## config.mk

```make
export PLATFORM = sky130hd
export DESIGN_NAME = vga_sync_gen_flat
export DESIGN_NICKNAME = d
export VERILOG_FILES = /design/src/rtl/vga_timing_pkg.sv /design/src/rtl/vga_sync_gen_if.sv /design/src/rtl/vga_mod_counter.sv /design/src/rtl/vga_sync_gen.sv /design/src/flat_wrapper.sv
export SDC_FILE = /design/constraint.sdc
export NUM_CORES = 1
export LEC_CHECK = 0
export ABC_AREA = 1
export CORE_MARGIN = 2
export CORE_UTILIZATION = 45
export DETAILED_ROUTE_END_ITERATION = 10
export PLACE_DENSITY = 0.8
export SETUP_SLACK_MARGIN = 0.3
export SLEW_MARGIN = 0
export SYNTH_ARGS = -nofsm -noshare
export SYNTH_HDL_FRONTEND = slang
export SYNTH_SLANG_ARGS = --single-unit
```

## constraint.sdc

```tcl
create_clock -name clk -period 2 [get_ports clk]
set_clock_uncertainty 0.1 [all_clocks]
set_input_delay 0.4 -clock clk [delete_from_list [all_inputs] [get_ports clk]]
set_output_delay 0.4 -clock clk [all_outputs]
set_load 0.02 [all_outputs]
```

## src/rtl/vga_timing_pkg.sv

```systemverilog
// Shared VGA timing defaults, derived totals and sync boundaries for the
// 640x480@60 raster generator.
package vga_timing_pkg;
  localparam int unsigned CNT_W = 10;

  localparam int unsigned H_ACTIVE_DEF = 640;
  localparam int unsigned H_FP_DEF     = 16;
  localparam int unsigned H_SYNC_DEF   = 96;
  localparam int unsigned H_BP_DEF     = 48;
  localparam int unsigned V_ACTIVE_DEF = 480;
  localparam int unsigned V_FP_DEF     = 10;
  localparam int unsigned V_SYNC_DEF   = 2;
  localparam int unsigned V_BP_DEF     = 33;

  localparam int unsigned H_TOTAL_DEF  = H_ACTIVE_DEF + H_FP_DEF + H_SYNC_DEF + H_BP_DEF;
  localparam int unsigned V_TOTAL_DEF  = V_ACTIVE_DEF + V_FP_DEF + V_SYNC_DEF + V_BP_DEF;
  localparam int unsigned HS_START_DEF = H_ACTIVE_DEF + H_FP_DEF;
  localparam int unsigned HS_END_DEF   = HS_START_DEF + H_SYNC_DEF;
  localparam int unsigned VS_START_DEF = V_ACTIVE_DEF + V_FP_DEF;
  localparam int unsigned VS_END_DEF   = VS_START_DEF + V_SYNC_DEF;

  typedef logic [CNT_W-1:0] cnt_t;

  typedef struct packed {
    logic hs_set;
    logic hs_reset;
    logic vs_set;
    logic vs_reset;
    logic frame_start;
  } strobe_t;
endpackage

```

## src/rtl/vga_sync_gen_if.sv

```systemverilog
// Raster timing bundle: pixel enable in, sync strobes and raster position out.
interface vga_sync_gen_if;
  import vga_timing_pkg::*;

  logic pix_en;
  logic hs_set;
  logic hs_reset;
  logic vs_set;
  logic vs_reset;
  logic video_on;
  cnt_t x;
  cnt_t y;
  logic frame_start;

  modport master (input pix_en, output hs_set, hs_reset, vs_set, vs_reset,
                  video_on, x, y, frame_start);
  modport slave  (output pix_en, input hs_set, hs_reset, vs_set, vs_reset,
                  video_on, x, y, frame_start);
endinterface

```

## src/rtl/vga_mod_counter.sv

```systemverilog
// Modulo-N counter with enable; exposes next-state so strobes can be
// decoded one edge early and registered.
module vga_mod_counter
  import vga_timing_pkg::*;
#(
  parameter int unsigned N = 800
) (
  input  logic clk,
  input  logic reset,
  input  logic en_i,
  output cnt_t cnt_o,
  output cnt_t nxt_o,
  output logic wrap_o
);
  cnt_t cnt_q, cnt_d;
  logic at_max;

  assign at_max = (cnt_q == cnt_t'(N - 1));
  assign wrap_o = en_i && at_max;

  always_comb begin
    cnt_d = cnt_q;
    if (en_i) cnt_d = at_max ? '0 : cnt_q + cnt_t'(1);
  end

  always_ff @(posedge clk) begin
    if (reset) cnt_q <= '0;
    else       cnt_q <= cnt_d;
  end

  assign cnt_o = cnt_q;
  assign nxt_o = cnt_d;
endmodule

```

## src/rtl/vga_sync_gen.sv

```systemverilog
// VGA raster generator: h/v counters plus registered set/reset strobes for
// external hsync/vsync latches.
module vga_sync_gen
  import vga_timing_pkg::*;
#(
  parameter int unsigned H_ACTIVE = H_ACTIVE_DEF,
  parameter int unsigned H_FP     = H_FP_DEF,
  parameter int unsigned H_SYNC   = H_SYNC_DEF,
  parameter int unsigned H_BP     = H_BP_DEF,
  parameter int unsigned V_ACTIVE = V_ACTIVE_DEF,
  parameter int unsigned V_FP     = V_FP_DEF,
  parameter int unsigned V_SYNC   = V_SYNC_DEF,
  parameter int unsigned V_BP     = V_BP_DEF
) (
  input logic            clk,
  input logic            reset,
  vga_sync_gen_if.master vga
);
  localparam int unsigned H_TOTAL  = H_ACTIVE + H_FP + H_SYNC + H_BP;
  localparam int unsigned V_TOTAL  = V_ACTIVE + V_FP + V_SYNC + V_BP;
  localparam int unsigned HS_START = H_ACTIVE + H_FP;
  localparam int unsigned HS_END   = HS_START + H_SYNC;
  localparam int unsigned VS_START = V_ACTIVE + V_FP;
  localparam int unsigned VS_END   = VS_START + V_SYNC;

  cnt_t    h_cnt, h_nxt, v_cnt, v_nxt;
  logic    h_wrap, v_wrap;
  strobe_t strb_d, strb_q;

  vga_mod_counter #(.N(H_TOTAL)) u_hcnt (
    .clk(clk), .reset(reset), .en_i(vga.pix_en),
    .cnt_o(h_cnt), .nxt_o(h_nxt), .wrap_o(h_wrap)
  );

  vga_mod_counter #(.N(V_TOTAL)) u_vcnt (
    .clk(clk), .reset(reset), .en_i(h_wrap),
    .cnt_o(v_cnt), .nxt_o(v_nxt), .wrap_o(v_wrap)
  );

  // Decode from next-state on ticking edges only, so each strobe lands with
  // the counter value it marks and lasts one clk however slow pix_en is.
  always_comb begin
    strb_d = '0;
    if (vga.pix_en) begin
      strb_d.hs_set      = (h_nxt == cnt_t'(HS_START));
      strb_d.hs_reset    = (h_nxt == cnt_t'(HS_END));
      strb_d.vs_set      = h_wrap && (v_nxt == cnt_t'(VS_START));
      strb_d.vs_reset    = h_wrap && (v_nxt == cnt_t'(VS_END));
      strb_d.frame_start = v_wrap;
    end
  end

  always_ff @(posedge clk) begin
    if (reset) strb_q <= '0;
    else       strb_q <= strb_d;
  end

  assign vga.hs_set      = strb_q.hs_set;
  assign vga.hs_reset    = strb_q.hs_reset;
  assign vga.vs_set      = strb_q.vs_set;
  assign vga.vs_reset    = strb_q.vs_reset;
  assign vga.frame_start = strb_q.frame_start;
  assign vga.x           = h_cnt;
  assign vga.y           = v_cnt;
  assign vga.video_on    = (h_cnt < cnt_t'(H_ACTIVE)) && (v_cnt < cnt_t'(V_ACTIVE));
endmodule

```

## src/flat_wrapper.sv

```systemverilog
// flat-port wrapper written by rule: the top's interface ports become plain ports
module vga_sync_gen_flat import vga_timing_pkg::*;
#(
  parameter int unsigned H_ACTIVE = H_ACTIVE_DEF,
  parameter int unsigned H_FP     = H_FP_DEF,
  parameter int unsigned H_SYNC   = H_SYNC_DEF,
  parameter int unsigned H_BP     = H_BP_DEF,
  parameter int unsigned V_ACTIVE = V_ACTIVE_DEF,
  parameter int unsigned V_FP     = V_FP_DEF,
  parameter int unsigned V_SYNC   = V_SYNC_DEF,
  parameter int unsigned V_BP     = V_BP_DEF
)
  (clk, reset, vga_pix_en, vga_hs_set, vga_hs_reset, vga_vs_set, vga_vs_reset, vga_video_on, vga_x, vga_y, vga_frame_start);
  vga_sync_gen_if vga_i ();
  input logic clk;
  input logic reset;
  input wire logic [$bits(vga_i.pix_en)-1:0] vga_pix_en;
  output wire logic [$bits(vga_i.hs_set)-1:0] vga_hs_set;
  output wire logic [$bits(vga_i.hs_reset)-1:0] vga_hs_reset;
  output wire logic [$bits(vga_i.vs_set)-1:0] vga_vs_set;
  output wire logic [$bits(vga_i.vs_reset)-1:0] vga_vs_reset;
  output wire logic [$bits(vga_i.video_on)-1:0] vga_video_on;
  output wire logic [$bits(vga_i.x)-1:0] vga_x;
  output wire logic [$bits(vga_i.y)-1:0] vga_y;
  output wire logic [$bits(vga_i.frame_start)-1:0] vga_frame_start;
  assign vga_i.pix_en = vga_pix_en;
  assign vga_hs_set = vga_i.hs_set;
  assign vga_hs_reset = vga_i.hs_reset;
  assign vga_vs_set = vga_i.vs_set;
  assign vga_vs_reset = vga_i.vs_reset;
  assign vga_video_on = vga_i.video_on;
  assign vga_x = vga_i.x;
  assign vga_y = vga_i.y;
  assign vga_frame_start = vga_i.frame_start;
  vga_sync_gen #(.H_ACTIVE(H_ACTIVE), .H_FP(H_FP), .H_SYNC(H_SYNC), .H_BP(H_BP), .V_ACTIVE(V_ACTIVE), .V_FP(V_FP), .V_SYNC(V_SYNC), .V_BP(V_BP)) u_core (.clk(clk), .reset(reset), .vga(vga_i));
endmodule
```

==> results of run 1 <==
[metal layers]
metal  track usage [%]  vias to the layer above  part of all wire, %
met2              35.5                       66                   44
li1                  -                      938                    -
met4              8.15                        0                  1.3
met3              3.17                        4                  6.0
met5                 0                        -                    0
met1              34.0                      847                   49
[cell families after synthesis]
| family | count (synthesis) | synth area share [%] |
|---|---|---|
| buffers and inverters | 42 | 10.1 |
| XOR/XNOR | 5 | 2.71 |
| AO/OA/AOI/OAI | 12 | 3.72 |
| flip-flops | 25 | 31.0 |
| AND/OR/NAND/NOR | 180 | 50.2 |
| adder cells (fa/ha/maj) | 3 | 2.32 |
[state kept, by name, indices dropped and copies added, names as in the netlist]
| name | cells |
|---|---|
| u_core.vga.frame_start | 1 |
| u_core.u_vcnt.cnt_o | 10 |
| u_core.vga.vs_set | 1 |
| u_core.vga.vs_reset | 1 |
| u_core.vga.hs_reset | 1 |
| u_core.u_hcnt.cnt_o | 10 |
| u_core.vga.hs_set | 1 |
[critical path, stage by stage (launching register included)]
cell,delay (ps)
dfxtp_4,410
ha_4,160
inv_4,50
nor2_8,170
nand3_4,100
nor2_4,170
nand2_1,100
nand2_2,110
nand3_1,90
nor2_1,110
nand2_1,70
nor2_1,70
[layout make-up]
type / instances / area share [%]
Clock inverter: 1 / 0.222
Sequential cell: 25 / 23.5
Multi-Input combinational cell: 200 / 46.6
Inverter: 37 / 6.27
Clock buffer: 3 / 0.998
Timing Repair Buffer: 56 / 19.9
Tap cell: 46 / 2.55
[report_power, final]
part / total (mW) / internal (mW) / switching, mW
Combinational: 0.0548 / 0.0223 / 0.0326
Clock: 0.234 / 0.0750 / 0.159
Sequential: 0.504 / 0.498 / 0.00598
Total: 0.792 / 0.595 / 0.197
[synthesized netlist by cell type (2+ instances only)]
cell	instances	share of area (%)
a21oi_1	5	1.5
clkbuf_1	3	0.70
dfxtp_1	25	31
ha_1	3	2.3
inv_1	36	8.4
nand2_1	81	19
nand2_2	2	0.77
nand3_1	16	5.0
nand4_1	9	3.5
nand4_4	2	2.6
nor2_1	56	13
nor2_2	5	1.9
nor3_1	5	1.5
o21ai_0	6	1.9
xor2_1	4	2.2
[how the worst max path moves through the flow]
stage | to | startpoint | cells after the start
after global placement | u_core.vga.hs_reset | vga_pix_en | 7
final | u_core.vga.vs_reset | u_core.u_hcnt.cnt_o[0] | 11
after floorplan | u_core.vga.vs_reset | u_core.u_hcnt.cnt_o[1] | 9
after CTS | vga_video_on | u_core.u_vcnt.cnt_o[6] | 4
after global routing | u_core.vga.vs_set | u_core.u_hcnt.cnt_o[0] | 11
after detailed placement | u_core.vga.hs_set | vga_pix_en | 8
[through the flow]
stage / hold slack, ps / setup WS (ps)
finish: 457 / 236
global route: 493 / 131
CTS: 439 / 98.8
detailed placement: 418 / -134
global placement: 415 / -96.1
floorplan: 383 / 303
[repair_timing]
| action | in CTS | in global routing |
|---|---|---|
| buffers inserted | 2 | 6 |
| endpoints found under the setup margin | 38 | 19 |
| pin swaps | 4 | 18 |
| resized for setup | 43 | 41 |
==> results.yml, run 1 <==
critical_path:
  setup.reg_to_reg.worst_slack_ps: 240
  setup.worst_path.end_class: "register"
  crit_fanout: 6
  critPathKind: "reg2reg"
  worstPathArrival_ps: 1940
  r2r_end: "u_core.vga.vs_reset"
  required_ps: 2180
  cp-start-kind: "register"
  reg2regPathDepth: 11
  timing.rr.start: "u_core.u_hcnt.cnt_o[0]"
global_route:
  antenna_found_initial: 0
  grt_pass1_vias: 1623
  grtUsageTotal_pct: 23.5
  grt_max_degree: 15
  grt-ovfl-total: 0
  grt_pass1_wl_um: 7630
layout:
  layout_commonest_cell: "nand2_1"
  area.growth.synth_to_final_pct: 39.7
  nets: 329
  mostFrequentLayoutCells: "78 x nand2_1, 49 x nor2_1, 33 x inv_1"
  design_area_mm2: 0.00226
  final_cell_count_no_fill: 368
  multi_input_area_mm2: 0.00105
  post-route-util_pct: 66.6
  register_area_um2: 529
  drive_gt1_share_pct: 26.1
  antenna_cells: 0
  fillers: 296
synthesis:
  synth_area_per_cell_um2: 6.05
  ys_warn_count: 0
  seq_area_frac_synth_pct: 31.0
  synth_nets: 273
  synth.cell_area_mm2: 0.00162
  synthDistinctLibCells: 24
  async_flop_share_pct: 0
  synth_edf_count: 0
  synth-main-ff-cell: "dfxtp_1"
  syn-instance-count: 267
  ys_ff_latch: 25
power:
  p_leak_nw: 1.11
  peakVddDrop_mv: 0.376
  power_density_mw_per_mm2: 351
  power_uw: 792
cts:
  cts.sinks: 25
  cts_tree: "yes"
  cts-root-buf: "clkbuf_4"
  numCtsBuffers: 3
  clock_insertion_delay_worst_skew_ps: 320
  htreeDepth: 1
  ctsHoldBuffers: 0
  cts.clk_slew.worst_paths_ps: 140
  cts_buffer_depth: 2
sta:
  fmax_ghz: 0.567
  setup_viol: 0
  rsz0062_at_grt: "yes"
  worst_slew_pin_slew_ps: 417
  finalCritPeriodShare_pct: 88.2
  tns_ps: 0
  hold_violations: 0
  period_minus_slack_ps: 1760
  slew_headroom_pct: 72.1
  maxSlewViolCount: 0
detailed_routing:
  wl_um: 4520
  dr.first_iter.drc_count: 108
  vias: 1855
  remaining_drc_errors: 0
  avgViaCountPerCell: 5.04
  ant_nets: 0
  wl_per_cell_um: 12.3
  dr.pass1.iters: 4
placed_design:
  hpwl_um: 3320
  place_area_mm2: 0.00208
  portBuffers: 28
  gp_congestion: 0.960
  placedCellCount: 356
floorplan:
  die_area_mm2: 0.00408
  num_rows: 21
  core_mm2: 0.00339
  die_w_um: 63.9
  io_pins: 29
  start_util_pct: 47.7
  dieHeight_um: 63.9
status:
  status: "finished, final reports clean"
worst_hold_path:
  holdPathEnd: "u_core.u_hcnt.cnt_o[1]"
  hold-path-cell-count: 2
  hp-class: "reg2reg"
  hp-start: "u_core.u_hcnt.cnt_o[1]"
run:
  maxCapViolations: 0
Power figures use the tool's default switching activity.
==> inputs of run 2 (changes only) <==
--- a/config.mk
+++ b/config.mk
@@ -9,6 +9,7 @@
 export CORE_MARGIN = 2
 export CORE_UTILIZATION = 45
 export DETAILED_ROUTE_END_ITERATION = 10
+export HOLD_SLACK_MARGIN = 0.03
 export PLACE_DENSITY = 0.8
 export SETUP_SLACK_MARGIN = 0.3
 export SLEW_MARGIN = 0
==> constraint.sdc (replaced) <==
create_clock -name clk -period 1.9 [get_ports clk]
set_clock_uncertainty 0.1 [all_clocks]
set_input_delay 0.38 -clock clk [delete_from_list [all_inputs] [get_ports clk]]
set_output_delay 0.38 -clock clk [all_outputs]
set_load 0.02 [all_outputs]
==> results.yml, run 2 (same netlist as run 1, synthesis figures left out) <==
cts:
  htreeDepth: 1
  cts-root-buf: "clkbuf_4"
  cts_tree: "yes"
  cts.clk_slew.worst_paths_ps: 130
  ctsHoldBuffers: 0
  clock_insertion_delay_worst_skew_ps: 330
  cts_buffer_depth: 2
  cts.sinks: 25
  numCtsBuffers: 3
detailed_routing:
  dr.pass1.iters: 4
  ant_nets: 0
  vias: 1822
  dr.first_iter.drc_count: 136
  remaining_drc_errors: 0
  wl_um: 4530
  wl_per_cell_um: 12.2
  avgViaCountPerCell: 4.91
sta:
  period_minus_slack_ps: 1770
  setup_viol: 0
  layout_setup_ws_ps: 129
  worst_slew_pin_slew_ps: 408
  finalCritPeriodShare_pct: 93.2
  fmax_ghz: 0.565
  slew_headroom_pct: 72.7
  hold_violations: 0
  rsz0062_at_grt: "yes"
  maxSlewViolCount: 0
global_route:
  grt_max_degree: 14
  grtUsageMet1_pct: 31.4
  grt_pass1_vias: 1532
  grtUsageTotal_pct: 21.7
  grt-ovfl-total: 0
  grt_pass1_wl_um: 7030
  grtUsageMet3_pct: 2.99
  grt-busiest-layer: "met2"
  antenna_found_initial: 0
  use_met2_pct: 33.6
critical_path:
  setup.reg_to_reg.worst_slack_ps: 130
  setup.worst_path.end_class: "register"
  crit_top_cell: "nand2_1"
  critPathKind: "reg2reg"
  cp_slowest_cell: "dfxtp_4"
  cp_cell_sequence: "ha_4, inv_4, nor2_8, nand3_4, nor2_4, nand2_1, nand2_1, nand3_1, nor2_1, nand2_1, nor2_1"
  reg2regPathDepth: 11
  timing.rr.start: "u_core.u_hcnt.cnt_o[1]"
  critPathLaunch: "u_core.u_hcnt.cnt_o[1]"
  worstPathArrival_ps: 1950
  r2r_end: "u_core.vga.vs_reset"
  max_stage_delay_ps: 400
  crit_fanout: 6
  cp-start-kind: "register"
  required_ps: 2080
power:
  p_leak_nw: 1.11
  power_density_mw_per_mm2: 370
  peakVddDrop_mv: 0.295
layout:
  nets: 332
  drive_gt1_share_pct: 30.5
  mostFrequentLayoutCells: "77 x nand2_1, 51 x nor2_1, 34 x inv_1"
  antenna_cells: 0
  final_cell_count_no_fill: 371
  layout_commonest_cell: "nand2_1"
  area.growth.synth_to_final_pct: 40.4
floorplan:
  start_util_pct: 47.7
  core_mm2: 0.00339
  num_rows: 21
  die_w_um: 63.9
  io_pins: 29
  dieHeight_um: 63.9
  die_area_mm2: 0.00408
worst_hold_path:
  holdPathEnd: "u_core.u_hcnt.cnt_o[9]"
  hp-class: "reg2reg"
  hold-path-cell-count: 2
  hp-start: "u_core.u_hcnt.cnt_o[9]"
placed_design:
  gp_congestion: 0.929
  placedCellCount: 356
  portBuffers: 28
  hpwl_um: 3200
  dp_slack_ps: -173
run:
  maxCapViolations: 0
status:
  status: "finished, final reports clean"
==> run 2: cell count changes in the layout (fill, tap and decap cells not counted), moves of 2 or more <==
cell and change:
o21ai_1 -2, dfxtp_1 -3, buf_2 +3, o21ai_2 +2, nor3_2 +2, clkbuf_2 +4
nor3_1 -2, dlygate4sd2_1 -9, nor2_1 +2, dfxtp_2 +3, buf_4 +2, buf_6 +2
nor2_2 -2
==> run 2: metal layers <==
metal | up-vias | share of wire [%]
met1 | 801 | 46
met4 | 0 | 1.6
met2 | 68 | 46
met3 | 9 | 6.6
met5 | - | 0
li1 | 944 | -
==> run 2: layout make-up <==
type,count,area (um^2)
inverters,37,141
fillers,285,1120
clock buffers,4,26.3
repair buffers,59,453
flip-flops and latches,25,533
multi-input cells,200,1060
well taps,46,57.6
==> run 2: stage by stage <==
stage	hold WS (ps)	TNS [ps]	utilization, %	total power [mW]	instance area (um^2)
after floorplan	355	0	-	0.574	1650
final	476	0	66.9	0.839	2270
after detailed placement	444	-894	62.4	0.598	2110
after CTS	459	0	63.6	0.840	2160
after global placement	425	-595	62.4	0.597	2110
after global routing	494	-24.9	66.9	0.876	2270
==> run 2: worst max path at each step <==
stage	cells after the start	to
final	11	u_core.vga.vs_reset
after global routing	11	u_core.vga.vs_reset
after CTS	4	vga_video_on
after detailed placement	8	u_core.vga.hs_set
after global placement	8	u_core.vga.vs_set
after floorplan	8	u_core.vga.vs_reset
==> run 2: where the power goes <==
group	internal, mW	total, mW	switching (mW)
Combinational	0.0277	0.0646	0.0369
Clock	0.0825	0.246	0.164
Sequential	0.524	0.528	0.00485
==> run 2: repair_timing <==
action,in CTS,in global routing
buffers inserted,3,8
setup endpoints to repair,35,35
pin swaps,2,10
gates resized for setup,43,58
==> run 2: worst max-delay path: cells and delay by family, from the launching register on <==
kind,cells,cell delay [ps]
AND/OR/NAND/NOR,9,1000
adder cells (fa/ha/maj),1,170
flip-flops,1,400
buffers and inverters,1,50
